--- src/rtl/mac_stats_collector_if.sv ---
// Stream taps, event pulses and snapshot/readout bundle for mac_stats_collector.
// The master side drives the taps; the slave side is the collector.
interface mac_stats_collector_if #(
  parameter int AXIS_DATA_BYTES = 4,
  parameter int CNT_WIDTH       = 32
);
  logic [AXIS_DATA_BYTES-1:0] tx_axis_tkeep;
  logic                       tx_axis_tvalid;
  logic                       tx_axis_tready;
  logic                       tx_axis_tlast;
  logic [AXIS_DATA_BYTES-1:0] rx_axis_tkeep;
  logic                       rx_axis_tvalid;
  logic                       rx_axis_tready;
  logic                       rx_axis_tlast;
  logic                       rx_frame_error;
  logic                       rx_crc_error;
  logic                       snapshot_req;
  logic                       clear_on_snapshot;
  logic [3:0]                 rd_addr;
  logic [CNT_WIDTH-1:0]       rd_data;
  logic                       snapshot_done;

  modport master (
    output tx_axis_tkeep, tx_axis_tvalid,
    output tx_axis_tready, tx_axis_tlast,
    output rx_axis_tkeep, rx_axis_tvalid,
    output rx_axis_tready, rx_axis_tlast,
    output rx_frame_error, rx_crc_error,
    output snapshot_req, clear_on_snapshot,
    output rd_addr,
    input  rd_data, snapshot_done
  );

  modport slave (
    input  tx_axis_tkeep, tx_axis_tvalid,
    input  tx_axis_tready, tx_axis_tlast,
    input  rx_axis_tkeep, rx_axis_tvalid,
    input  rx_axis_tready, rx_axis_tlast,
    input  rx_frame_error, rx_crc_error,
    input  snapshot_req, clear_on_snapshot,
    input  rd_addr,
    output rd_data, snapshot_done
  );
endinterface

--- src/rtl/mac_stats_collector.sv ---
// Passive TX/RX AXIS statistics with RX size histogram and shadow snapshot.
// Define MAC_STATS_SATURATE_EN to make live counters saturate instead of wrap.
module mac_stats_collector #(
  parameter int AXIS_DATA_WIDTH = 32,
  parameter int AXIS_DATA_BYTES = AXIS_DATA_WIDTH / 8,
  parameter int CNT_WIDTH       = 32,
  parameter int FRAME_LEN_WIDTH = 16
) (
  input logic                  mac_clk,
  input logic                  mac_rst,
  mac_stats_collector_if.slave bus
);

  localparam int NCNT = 14;
  localparam int LW   = FRAME_LEN_WIDTH + 16;

  localparam int TX_FRAMES = 0;
  localparam int TX_BYTES  = 1;
  localparam int RX_FRAMES = 2;
  localparam int RX_BYTES  = 3;
  localparam int RX_ERR    = 4;
  localparam int RX_CRC    = 5;
  localparam int RX_UNDER  = 6;
  localparam int RX_64     = 7;
  localparam int RX_65     = 8;
  localparam int RX_128    = 9;
  localparam int RX_256    = 10;
  localparam int RX_512    = 11;
  localparam int RX_1024   = 12;
  localparam int RX_OVER   = 13;

  typedef logic [CNT_WIDTH-1:0]       cnt_t;
  typedef logic [FRAME_LEN_WIDTH-1:0] len_t;

  function automatic logic [7:0] popcnt(
    input logic [AXIS_DATA_BYTES-1:0] k
  );
    logic [7:0] n;
    n = '0;
    for (int i = 0; i < AXIS_DATA_BYTES; i++)
      n = n + 8'(k[i]);
    return n;
  endfunction

  function automatic cnt_t cnt_add(
    input cnt_t       a,
    input logic [7:0] b
  );
    logic [CNT_WIDTH:0] s;
    s = {1'b0, a} + (CNT_WIDTH+1)'(b);
`ifdef MAC_STATS_SATURATE_EN
    return s[CNT_WIDTH] ? '1 : s[CNT_WIDTH-1:0];
`else
    return s[CNT_WIDTH-1:0];
`endif
  endfunction

  // Length accumulators always saturate so huge frames land in oversize.
  function automatic len_t len_add(
    input len_t       a,
    input logic [7:0] b
  );
    logic [FRAME_LEN_WIDTH:0] s;
    s = {1'b0, a} + (FRAME_LEN_WIDTH+1)'(b);
    return s[FRAME_LEN_WIDTH] ? '1 : s[FRAME_LEN_WIDTH-1:0];
  endfunction

  cnt_t cnt_q    [NCNT];
  cnt_t cnt_d    [NCNT];
  cnt_t shadow_q [NCNT];
  cnt_t shadow_d [NCNT];
  len_t tx_acc_q, tx_acc_d;
  len_t rx_acc_q, rx_acc_d;
  cnt_t rd_data_q, rd_data_d;
  logic done_q, done_d;

  logic [7:0]  inc [NCNT];
  logic        tx_beat, rx_beat;
  logic        tx_eof, rx_eof;
  logic [7:0]  tx_n, rx_n;
  len_t        tx_len, rx_len;
  logic [LW-1:0] rx_ext;
  logic        rx_sat, clr;
  logic        b_und, b_64, b_65, b_128;
  logic        b_256, b_512, b_1024, b_ovr;

  always_comb begin
    tx_beat = bus.tx_axis_tvalid & bus.tx_axis_tready;
    rx_beat = bus.rx_axis_tvalid & bus.rx_axis_tready;
    tx_eof  = tx_beat & bus.tx_axis_tlast;
    rx_eof  = rx_beat & bus.rx_axis_tlast;
    tx_n    = tx_beat ? popcnt(bus.tx_axis_tkeep) : 8'd0;
    rx_n    = rx_beat ? popcnt(bus.rx_axis_tkeep) : 8'd0;

    tx_len  = len_add(tx_acc_q, tx_n);
    rx_len  = len_add(rx_acc_q, rx_n);
    rx_sat  = (rx_len == '1);
    rx_ext  = LW'(rx_len);

    tx_acc_d = tx_acc_q;
    if (tx_beat)
      tx_acc_d = bus.tx_axis_tlast ? '0 : tx_len;
    rx_acc_d = rx_acc_q;
    if (rx_beat)
      rx_acc_d = bus.rx_axis_tlast ? '0 : rx_len;

    b_und  = ~rx_sat & (rx_ext <  LW'(64));
    b_64   = ~rx_sat & (rx_ext == LW'(64));
    b_65   = ~rx_sat & (rx_ext >= LW'(65))
           & (rx_ext <= LW'(127));
    b_128  = ~rx_sat & (rx_ext >= LW'(128))
           & (rx_ext <= LW'(255));
    b_256  = ~rx_sat & (rx_ext >= LW'(256))
           & (rx_ext <= LW'(511));
    b_512  = ~rx_sat & (rx_ext >= LW'(512))
           & (rx_ext <= LW'(1023));
    b_1024 = ~rx_sat & (rx_ext >= LW'(1024))
           & (rx_ext <= LW'(1518));
    b_ovr  = rx_sat | (rx_ext > LW'(1518));

    inc[TX_FRAMES] = 8'(tx_eof);
    inc[TX_BYTES]  = tx_n;
    inc[RX_FRAMES] = 8'(rx_eof);
    inc[RX_BYTES]  = rx_n;
    inc[RX_ERR]    = 8'(bus.rx_frame_error);
    inc[RX_CRC]    = 8'(bus.rx_crc_error);
    inc[RX_UNDER]  = 8'(rx_eof & b_und);
    inc[RX_64]     = 8'(rx_eof & b_64);
    inc[RX_65]     = 8'(rx_eof & b_65);
    inc[RX_128]    = 8'(rx_eof & b_128);
    inc[RX_256]    = 8'(rx_eof & b_256);
    inc[RX_512]    = 8'(rx_eof & b_512);
    inc[RX_1024]   = 8'(rx_eof & b_1024);
    inc[RX_OVER]   = 8'(rx_eof & b_ovr);

    // A clearing capture still keeps this cycle's events.
    clr = bus.snapshot_req & bus.clear_on_snapshot;
    for (int i = 0; i < NCNT; i++) begin
      cnt_d[i]    = cnt_add(clr ? '0 : cnt_q[i], inc[i]);
      shadow_d[i] = bus.snapshot_req ? cnt_q[i]
                                     : shadow_q[i];
    end

    rd_data_d = '0;
    if (bus.rd_addr < 4'(NCNT))
      rd_data_d = bus.snapshot_req ? cnt_q[bus.rd_addr]
                                   : shadow_q[bus.rd_addr];
    done_d = bus.snapshot_req;
  end

  always_ff @(posedge mac_clk) begin
    if (!mac_rst) begin
      for (int i = 0; i < NCNT; i++) begin
        cnt_q[i]    <= '0;
        shadow_q[i] <= '0;
      end
      tx_acc_q  <= '0;
      rx_acc_q  <= '0;
      rd_data_q <= '0;
      done_q    <= 1'b0;
    end else begin
      for (int i = 0; i < NCNT; i++) begin
        cnt_q[i]    <= cnt_d[i];
        shadow_q[i] <= shadow_d[i];
      end
      tx_acc_q  <= tx_acc_d;
      rx_acc_q  <= rx_acc_d;
      rd_data_q <= rd_data_d;
      done_q    <= done_d;
    end
  end

  assign bus.rd_data       = rd_data_q;
  assign bus.snapshot_done = done_q;

endmodule

--- src/flat_wrapper.sv ---
// flat-port wrapper written by rule: the top's interface ports become plain ports
module mac_stats_collector_flat 
#(
  parameter int AXIS_DATA_WIDTH = 32,
  parameter int AXIS_DATA_BYTES = AXIS_DATA_WIDTH / 8,
  parameter int CNT_WIDTH       = 32,
  parameter int FRAME_LEN_WIDTH = 16
)
  (mac_clk, mac_rst, bus_tx_axis_tkeep, bus_tx_axis_tvalid, bus_tx_axis_tready, bus_tx_axis_tlast, bus_rx_axis_tkeep, bus_rx_axis_tvalid, bus_rx_axis_tready, bus_rx_axis_tlast, bus_rx_frame_error, bus_rx_crc_error, bus_snapshot_req, bus_clear_on_snapshot, bus_rd_addr, bus_rd_data, bus_snapshot_done);
  mac_stats_collector_if #(.AXIS_DATA_BYTES(AXIS_DATA_BYTES), .CNT_WIDTH(CNT_WIDTH)) bus_i ();
  input logic mac_clk;
  input logic mac_rst;
  input wire logic [$bits(bus_i.tx_axis_tkeep)-1:0] bus_tx_axis_tkeep;
  input wire logic [$bits(bus_i.tx_axis_tvalid)-1:0] bus_tx_axis_tvalid;
  input wire logic [$bits(bus_i.tx_axis_tready)-1:0] bus_tx_axis_tready;
  input wire logic [$bits(bus_i.tx_axis_tlast)-1:0] bus_tx_axis_tlast;
  input wire logic [$bits(bus_i.rx_axis_tkeep)-1:0] bus_rx_axis_tkeep;
  input wire logic [$bits(bus_i.rx_axis_tvalid)-1:0] bus_rx_axis_tvalid;
  input wire logic [$bits(bus_i.rx_axis_tready)-1:0] bus_rx_axis_tready;
  input wire logic [$bits(bus_i.rx_axis_tlast)-1:0] bus_rx_axis_tlast;
  input wire logic [$bits(bus_i.rx_frame_error)-1:0] bus_rx_frame_error;
  input wire logic [$bits(bus_i.rx_crc_error)-1:0] bus_rx_crc_error;
  input wire logic [$bits(bus_i.snapshot_req)-1:0] bus_snapshot_req;
  input wire logic [$bits(bus_i.clear_on_snapshot)-1:0] bus_clear_on_snapshot;
  input wire logic [$bits(bus_i.rd_addr)-1:0] bus_rd_addr;
  output wire logic [$bits(bus_i.rd_data)-1:0] bus_rd_data;
  output wire logic [$bits(bus_i.snapshot_done)-1:0] bus_snapshot_done;
  assign bus_i.tx_axis_tkeep = bus_tx_axis_tkeep;
  assign bus_i.tx_axis_tvalid = bus_tx_axis_tvalid;
  assign bus_i.tx_axis_tready = bus_tx_axis_tready;
  assign bus_i.tx_axis_tlast = bus_tx_axis_tlast;
  assign bus_i.rx_axis_tkeep = bus_rx_axis_tkeep;
  assign bus_i.rx_axis_tvalid = bus_rx_axis_tvalid;
  assign bus_i.rx_axis_tready = bus_rx_axis_tready;
  assign bus_i.rx_axis_tlast = bus_rx_axis_tlast;
  assign bus_i.rx_frame_error = bus_rx_frame_error;
  assign bus_i.rx_crc_error = bus_rx_crc_error;
  assign bus_i.snapshot_req = bus_snapshot_req;
  assign bus_i.clear_on_snapshot = bus_clear_on_snapshot;
  assign bus_i.rd_addr = bus_rd_addr;
  assign bus_rd_data = bus_i.rd_data;
  assign bus_snapshot_done = bus_i.snapshot_done;
  mac_stats_collector #(.AXIS_DATA_WIDTH(AXIS_DATA_WIDTH), .AXIS_DATA_BYTES(AXIS_DATA_BYTES), .CNT_WIDTH(CNT_WIDTH), .FRAME_LEN_WIDTH(FRAME_LEN_WIDTH)) u_core (.mac_clk(mac_clk), .mac_rst(mac_rst), .bus(bus_i));
endmodule
--- config.mk ---
export PLATFORM = sky130hd
export DESIGN_NAME = mac_stats_collector_flat
export DESIGN_NICKNAME = d
export VERILOG_FILES = /design/src/rtl/mac_stats_collector_if.sv /design/src/rtl/mac_stats_collector.sv /design/src/flat_wrapper.sv
export SDC_FILE = /design/constraint.sdc
export NUM_CORES = 2
export LEC_CHECK = 0
export ABC_AREA = 0
export BUFFER_PORTS_ARGS = -buffer_cell sky130_fd_sc_hd__buf_2
export CELL_PAD_IN_SITES_DETAIL_PLACEMENT = 0
export CELL_PAD_IN_SITES_GLOBAL_PLACEMENT = 2
export CORE_ASPECT_RATIO = 1.25
export CORE_MARGIN = 5
export CORE_UTILIZATION = 44
export DETAILED_ROUTE_END_ITERATION = 10
export PLACE_DENSITY_LB_ADDON = 0.15
export REMOVE_ABC_BUFFERS = 1
export SETUP_SLACK_MARGIN = 0.15
export SLEW_MARGIN = 40
export SYNTH_ARGS = -nofsm -noshare
export SYNTH_HDL_FRONTEND = slang
export SYNTH_SLANG_ARGS = --single-unit
--- constraint.sdc ---
create_clock -name mac_clk -period 17.5 [get_ports mac_clk]
set_clock_uncertainty 0.15 [all_clocks]
set_input_delay 0.875 -clock mac_clk [delete_from_list [all_inputs] [get_ports mac_clk]]
set_output_delay 0.875 -clock mac_clk [all_outputs]
set_load 0.02 [all_outputs]
== After elaboration in Yosys (flattened, before gate mapping) ==
Memory sizes are Yosys's and may differ from the RTL's.
Cells that the tools add are included.
Widths: inputs -> output; s select.

* Flip-flop bits (word level): 49
* RAM bits: 896
* Input bits: 24
* Word-level logic and storage cells: 162
* Memories: 2

{| class="wikitable"
|+ Memory list
! name !! depth !! width !! rd ports !! clocked after memory_dff !! wr ports !! line !! source
|-
| u_core.cnt_q || 14 || 32 || 15 || 0 || 14 || mac_stats_collector.sv:68 || <nowiki>cnt_t cnt_q [NCNT];</nowiki>
|-
| u_core.shadow_q || 14 || 32 || 1 || 0 || 14 || mac_stats_collector.sv:70 || <nowiki>cnt_t shadow_q [NCNT];</nowiki>
|}

* Add/sub/neg operators: 21
* $lt $le $gt $ge: 13
* Equal/unequal tests: 3
* Muxes and demuxes: 63
* Bitwise operators: 55
* Reduce and logical (&&, ||, !) cells: 2

{| class="wikitable"
|+ Operator list
! cell !! count
|-
| $mux 32 || 57
|-
| $add 32x8->32 || 10
|-
| $add 32x1->32 || 4
|-
| $add 8x1->8 || 4
|-
| $mux 16 || 2
|-
| $or 1x1->1 || 29
|-
| $and 1x1->1 || 25
|-
| $add 16x8->17 || 1
|-
| $eq 16x16->1 const B || 1
|-
| $eq 16x7->1 const B || 1
|-
| $ge 16x10->1 const B || 1
|-
| $ge 16x11->1 const B || 1
|-
| $ge 16x7->1 const B || 1
|-
| $ge 16x8->1 const B || 1
|-
| $ge 16x9->1 const B || 1
|-
| $gt 16x11->1 const B || 1
|-
| $le 16x10->1 const B || 1
|-
| $le 16x11->1 const B || 1
|-
| $le 16x7->1 const B || 1
|-
| $le 16x8->1 const B || 1
|-
| $le 16x9->1 const B || 1
|-
| $lt 16x7->1 const B || 1
|-
| $mux 8 || 2
|-
| $add 1x1->2 || 2
|-
| other kinds (5) || 7
|}

== Longest topological paths before layout ==
* Depth after elaboration: 13
* Depth in mapped cells: 22

== Worst setup path after synthesis ==
OpenSTA, ideal clock, no wires.

* Path type: input to register
* From: input bus_snapshot_req
* To: memory u_core.shadow_q[0][0] in the netlist's numbering (enable)
* Library setup time: 0.896 ns
* Data arrival time: 12.667 ns
* Required time: 16.454 ns
* Path slack: 3.787 ns
* Cell stages on the path: 5
* Path buffers: 4
* Cell sequence: buf_6 > clkbuf_1 > clkbuf_1 > clkbuf_1 > nand2b_1

{| class="wikitable"
|+ RTL lines
! item !! line !! source
|-
| start: declaration || flat_wrapper.sv:23 || <nowiki>input wire logic [$bits(bus_i.snapshot_req)-1:0] bus_snapshot_req;</nowiki>
|-
| end: declaration || mac_stats_collector.sv:70 ||
|}

==> impl_metrics.prom <==
# TYPE chip_impl_metric gauge
chip_impl_metric{name="period_needed",unit="ns"} 6.62
chip_impl_metric{name="postSynthRegisterBits",unit=""} 945
chip_impl_metric{name="cts.sink_count",unit=""} 945
chip_impl_metric{name="cap_violations",unit=""} 0
chip_impl_metric{name="netlist_area",unit="sq mm"} 0.0466
chip_impl_metric{name="peakVddDrop",unit="V"} 0.0000703
chip_impl_metric{name="synth_simple_gate_area_share",unit="%"} 21.7
chip_impl_info{name="synth_top_family_by_area",value="simple AND/OR/NAND/NOR gates"} 1
chip_impl_info{name="run_status",value="completed"} 1
chip_impl_metric{name="cp_max_fo",unit=""} 5
chip_impl_info{name="clock_tree_root",value="clkbuf_16"} 1
chip_impl_metric{name="proportion_of_register_bits_with_asynchronous_set_or_reset_after_synthesis",unit="%"} 0
chip_impl_metric{name="dr_total_vias",unit=""} 30800
chip_impl_metric{name="coreArea",unit="sq mm"} 0.105
chip_impl_metric{name="layout-area-overhead-vs-synth",unit="%"} 10.9
chip_impl_metric{name="insertion_delay",unit="ns"} 0.67
chip_impl_metric{name="postCtsSetupBuffers",unit=""} 0
chip_impl_metric{name="synth_warnings",unit=""} 0
chip_impl_metric{name="detail_route.iter0.violations",unit=""} 2133
chip_impl_info{name="synth.top_cells.by_area",value="edfxtp_1, dfxtp_1, mux4_2"} 1
chip_impl_metric{name="timing.final.crit_share",unit="%"} 37.8
chip_impl_metric{name="final_cell_area",unit="sq mm"} 0.0517
chip_impl_metric{name="first_pass_iters",unit=""} 8
chip_impl_metric{name="timing.final.max_slew_violations",unit=""} 0
chip_impl_metric{name="chipHeight",unit="um"} 374
chip_impl_metric{name="timing.slew.headroom",unit="%"} 45.8
chip_impl_metric{name="detailedPlacementHpwl",unit="mm"} 88.0
chip_impl_metric{name="dieArea",unit="sq mm"} 0.113
chip_impl_metric{name="avgSynthCellArea",unit="sq um"} 11.4
chip_impl_metric{name="drc_errors",unit=""} 0
chip_impl_metric{name="setup_ws",unit="ns"} 10.89
chip_impl_metric{name="drt-total-wl",unit="mm"} 127
chip_impl_metric{name="floorplan.die.width",unit="um"} 301
chip_impl_metric{name="pin_count",unit=""} 57
chip_impl_metric{name="required",unit="ns"} 17.90
chip_impl_info{name="tritoncts",value="built"} 1
chip_impl_info{name="hp-class",value="reg2reg"} 1
chip_impl_metric{name="cp.arrival",unit="ns"} 7.02
chip_impl_metric{name="numCtsBuffers",unit=""} 100
chip_impl_metric{name="power.density",unit="mW/mm^2"} 94.5
chip_impl_metric{name="setup-violations-final",unit=""} 0
chip_impl_metric{name="grt_antenna_before_repair",unit=""} 2
chip_impl_metric{name="routedWlPerCell",unit="um"} 23.0
chip_impl_metric{name="synth_mux_area_share",unit="%"} 14.6
chip_impl_metric{name="gr_ovfl_total",unit=""} 0
chip_impl_metric{name="place.gp.congestion",unit=""} 0.811
chip_impl_metric{name="dpl_cell_area",unit="sq mm"} 0.0481
chip_impl_metric{name="post_synth_xor_area_fraction",unit="%"} 6.73
chip_impl_metric{name="place_worst_setup_slack",unit="ns"} 10.19
chip_impl_metric{name="cts.htree.levels",unit=""} 3
chip_impl_metric{name="placementRows",unit=""} 133
chip_impl_metric{name="io_buffers",unit=""} 56
chip_impl_metric{name="finish.net_count",unit=""} 4098
chip_impl_metric{name="synth_edf_count",unit=""} 448
chip_impl_metric{name="synthAdderAreaFrac",unit="%"} 1.21
chip_impl_metric{name="max_slew.worst_pin.slew",unit="ns"} 0.814
chip_impl_metric{name="cts.reportedPaths.clkPinSlew",unit="ns"} 0.06
chip_impl_metric{name="grt_start_max_net_pins",unit=""} 158
chip_impl_metric{name="cts_hold_buf",unit=""} 0
chip_impl_info{name="timing.setup.critical_path_class",value="in2reg"} 1
chip_impl_metric{name="filler_cell_count",unit=""} 9508
chip_impl_metric{name="hold_violations",unit=""} 0
chip_impl_metric{name="grt_use_total",unit="%"} 22.3
chip_impl_info{name="worst_setup_path_start_kind",value="input pin"} 1
chip_impl_metric{name="avgViaCountPerCell",unit=""} 5.56
chip_impl_metric{name="synth_top_cell_area_share",unit="%"} 28.9
chip_impl_metric{name="drive_gt1_share",unit="%"} 15.4
chip_impl_info{name="yosysMostFrequentCell",value="dfxtp_1"} 1
chip_impl_metric{name="number_of_global_route_vias_before_repair",unit=""} 30000
chip_impl_metric{name="antenna_violating_nets_post_route",unit=""} 0
chip_impl_metric{name="leakagePower",unit="nW"} 19.6
chip_impl_metric{name="max_freq",unit="GHz"} 0.151
chip_impl_metric{name="grt_first_pass_wirelength",unit="mm"} 192
chip_impl_info{name="ys.flop_type",value="dfxtp_1"} 1
chip_impl_info{name="grt_setup_unrepaired",value="false"} 1
chip_impl_metric{name="post_synth_num_cell_types",unit=""} 74
chip_impl_metric{name="starting_density_of_the_core",unit="%"} 44.3
chip_impl_metric{name="syn_inst",unit=""} 4097
chip_impl_info{name="crit_path_end_kind",value="register"} 1
chip_impl_metric{name="synth_compound_area_share",unit="%"} 2.87
chip_impl_metric{name="fin_tns_setup",unit="ns"} 0
chip_impl_info{name="post_synth_most_frequent_cells",value="dfxtp_1, edfxtp_1, and3_1, nor2_1, and2_1"} 1
chip_impl_metric{name="clock_path_buffers",unit=""} 3
chip_impl_metric{name="post_cts_resize_count",unit=""} 0
chip_impl_metric{name="synth_seq_area_share",unit="%"} 50.2
chip_impl_info{name="synth_largest_area_cell",value="edfxtp_1"} 1
-- cell families after synthesis --
logic type	after synthesis
AOI/OAI and AO/OA	216
xor gates and xnor gates	358
adders and majority gates	42
buffers and inverters	315
DFF	945
muxes	353
and+or+nand+nor	1868
-- layout by cell type (no fill, tap or decap), drive strengths merged, types with 33 or more instances in the layout --
| master | instances |
|---|---|
| buf | 100 |
| nor3 | 56 |
| mux4 | 256 |
| edfxtp | 448 |
| xor2 | 221 |
| nand3 | 174 |
| and3 | 400 |
| mux2i | 36 |
| xnor2 | 137 |
| and2 | 320 |
| nor2 | 351 |
| clkbuf | 139 |
| nand4 | 104 |
| ha | 37 |
| inv | 50 |
| mux2 | 61 |
| dfxtp | 497 |
| a21oi | 72 |
| or3 | 54 |
| nand2 | 291 |
| nor4 | 33 |
| o21ai | 68 |
| clkinv | 35 |
-- registers in the layout, summed over array words and instances, names as in the netlist --
name	cells
u_core.cnt_q	448
u_core.shadow_q	448
u_core.bus.rd_data	32
u_core.rx_acc_q	16
u_core.bus.snapshot_done	1
-- final timing paths --
check / cells after the start / endpoint / startpoint / slack, ns
worst min-delay path: 2 / u_core.cnt_q[13][20]$_SDFF_PN0_ / u_core.cnt_q[13][20]$_SDFF_PN0_ / 0.36
worst min register to register: 2 / u_core.cnt_q[13][20]$_SDFF_PN0_ / u_core.cnt_q[13][20]$_SDFF_PN0_ / 0.36
worst max-delay path: 22 / u_core.cnt_q[7][30]$_SDFF_PN0_ / bus_rx_axis_tkeep[0] / 10.89
worst max register to register: 17 / u_core.cnt_q[7][30]$_SDFF_PN0_ / u_core.rx_acc_q[0]$_SDFFE_PN0N_ / 11.83
-- per-layer routing --
metal | vias to the layer above | GRT usage, % | routed length [um]
met5 | - | 0 | 0
met4 | 0 | 7.75 | 4880
met3 | 163 | 2.42 | 4160
met2 | 530 | 40.0 | 66100
met1 | 15300 | 28.0 | 52300
li1 | 14800 | - | -
-- layout make-up --
cell class	instances	area [sq um]	area share (%)
diodes	1	2.50	0.00484
clock buffers	139	2880	5.58
clock inverters	51	581	1.12
inverters	48	180	0.349
multi-input cells	2837	22000	42.7
flip-flops and latches	945	23400	45.3
well taps	1417	1770	3.43
repair buffers	100	797	1.54
-- critical path: stages --
cell,delay [ns]
buf_2,0.10
ha_1,0.28
inv_1,0.07
fa_1,0.40
nor2_1,0.16
ha_1,0.26
inv_1,0.07
fa_1,0.42
nand2b_1,0.25
a2111oi_0,0.57
xnor2_1,0.23
and3_1,0.23
nand4_1,0.20
nor3_1,0.51
ha_1,0.29
ha_1,0.25
nand4_1,0.17
or4_1,0.65
nor3_1,0.55
nand3_1,0.16
xor2_1,0.16
and2_1,0.15
-- stage by stage --
stage | hold WS, ns | util, % | std cells | total power, mW
5_1_grt | 0.395 | 49.1 | 5537 | 5.05
3_5_place_dp | 0.354 | 45.8 | 5346 | 2.70
2_1_floorplan | 0.300 | - | 3830 | 2.57
3_3_place_gp | 0.345 | 45.6 | 5342 | 2.70
6_report | 0.359 | 49.1 | 5538 | 4.88
4_1_cts | 0.354 | 49.1 | 5536 | 4.95
-- where the power goes --
part / total (mW) / leakage, nW / internal (mW) / switching [mW]
sequential: 2.38 / 8.89 / 2.37 / 0.0154
combinational: 0.266 / 8.97 / 0.0915 / 0.175
clock: 2.23 / 1.72 / 1.33 / 0.905
total: 4.88 / 19.6 / 3.79 / 1.10
(Power assumes the default switching activity.)
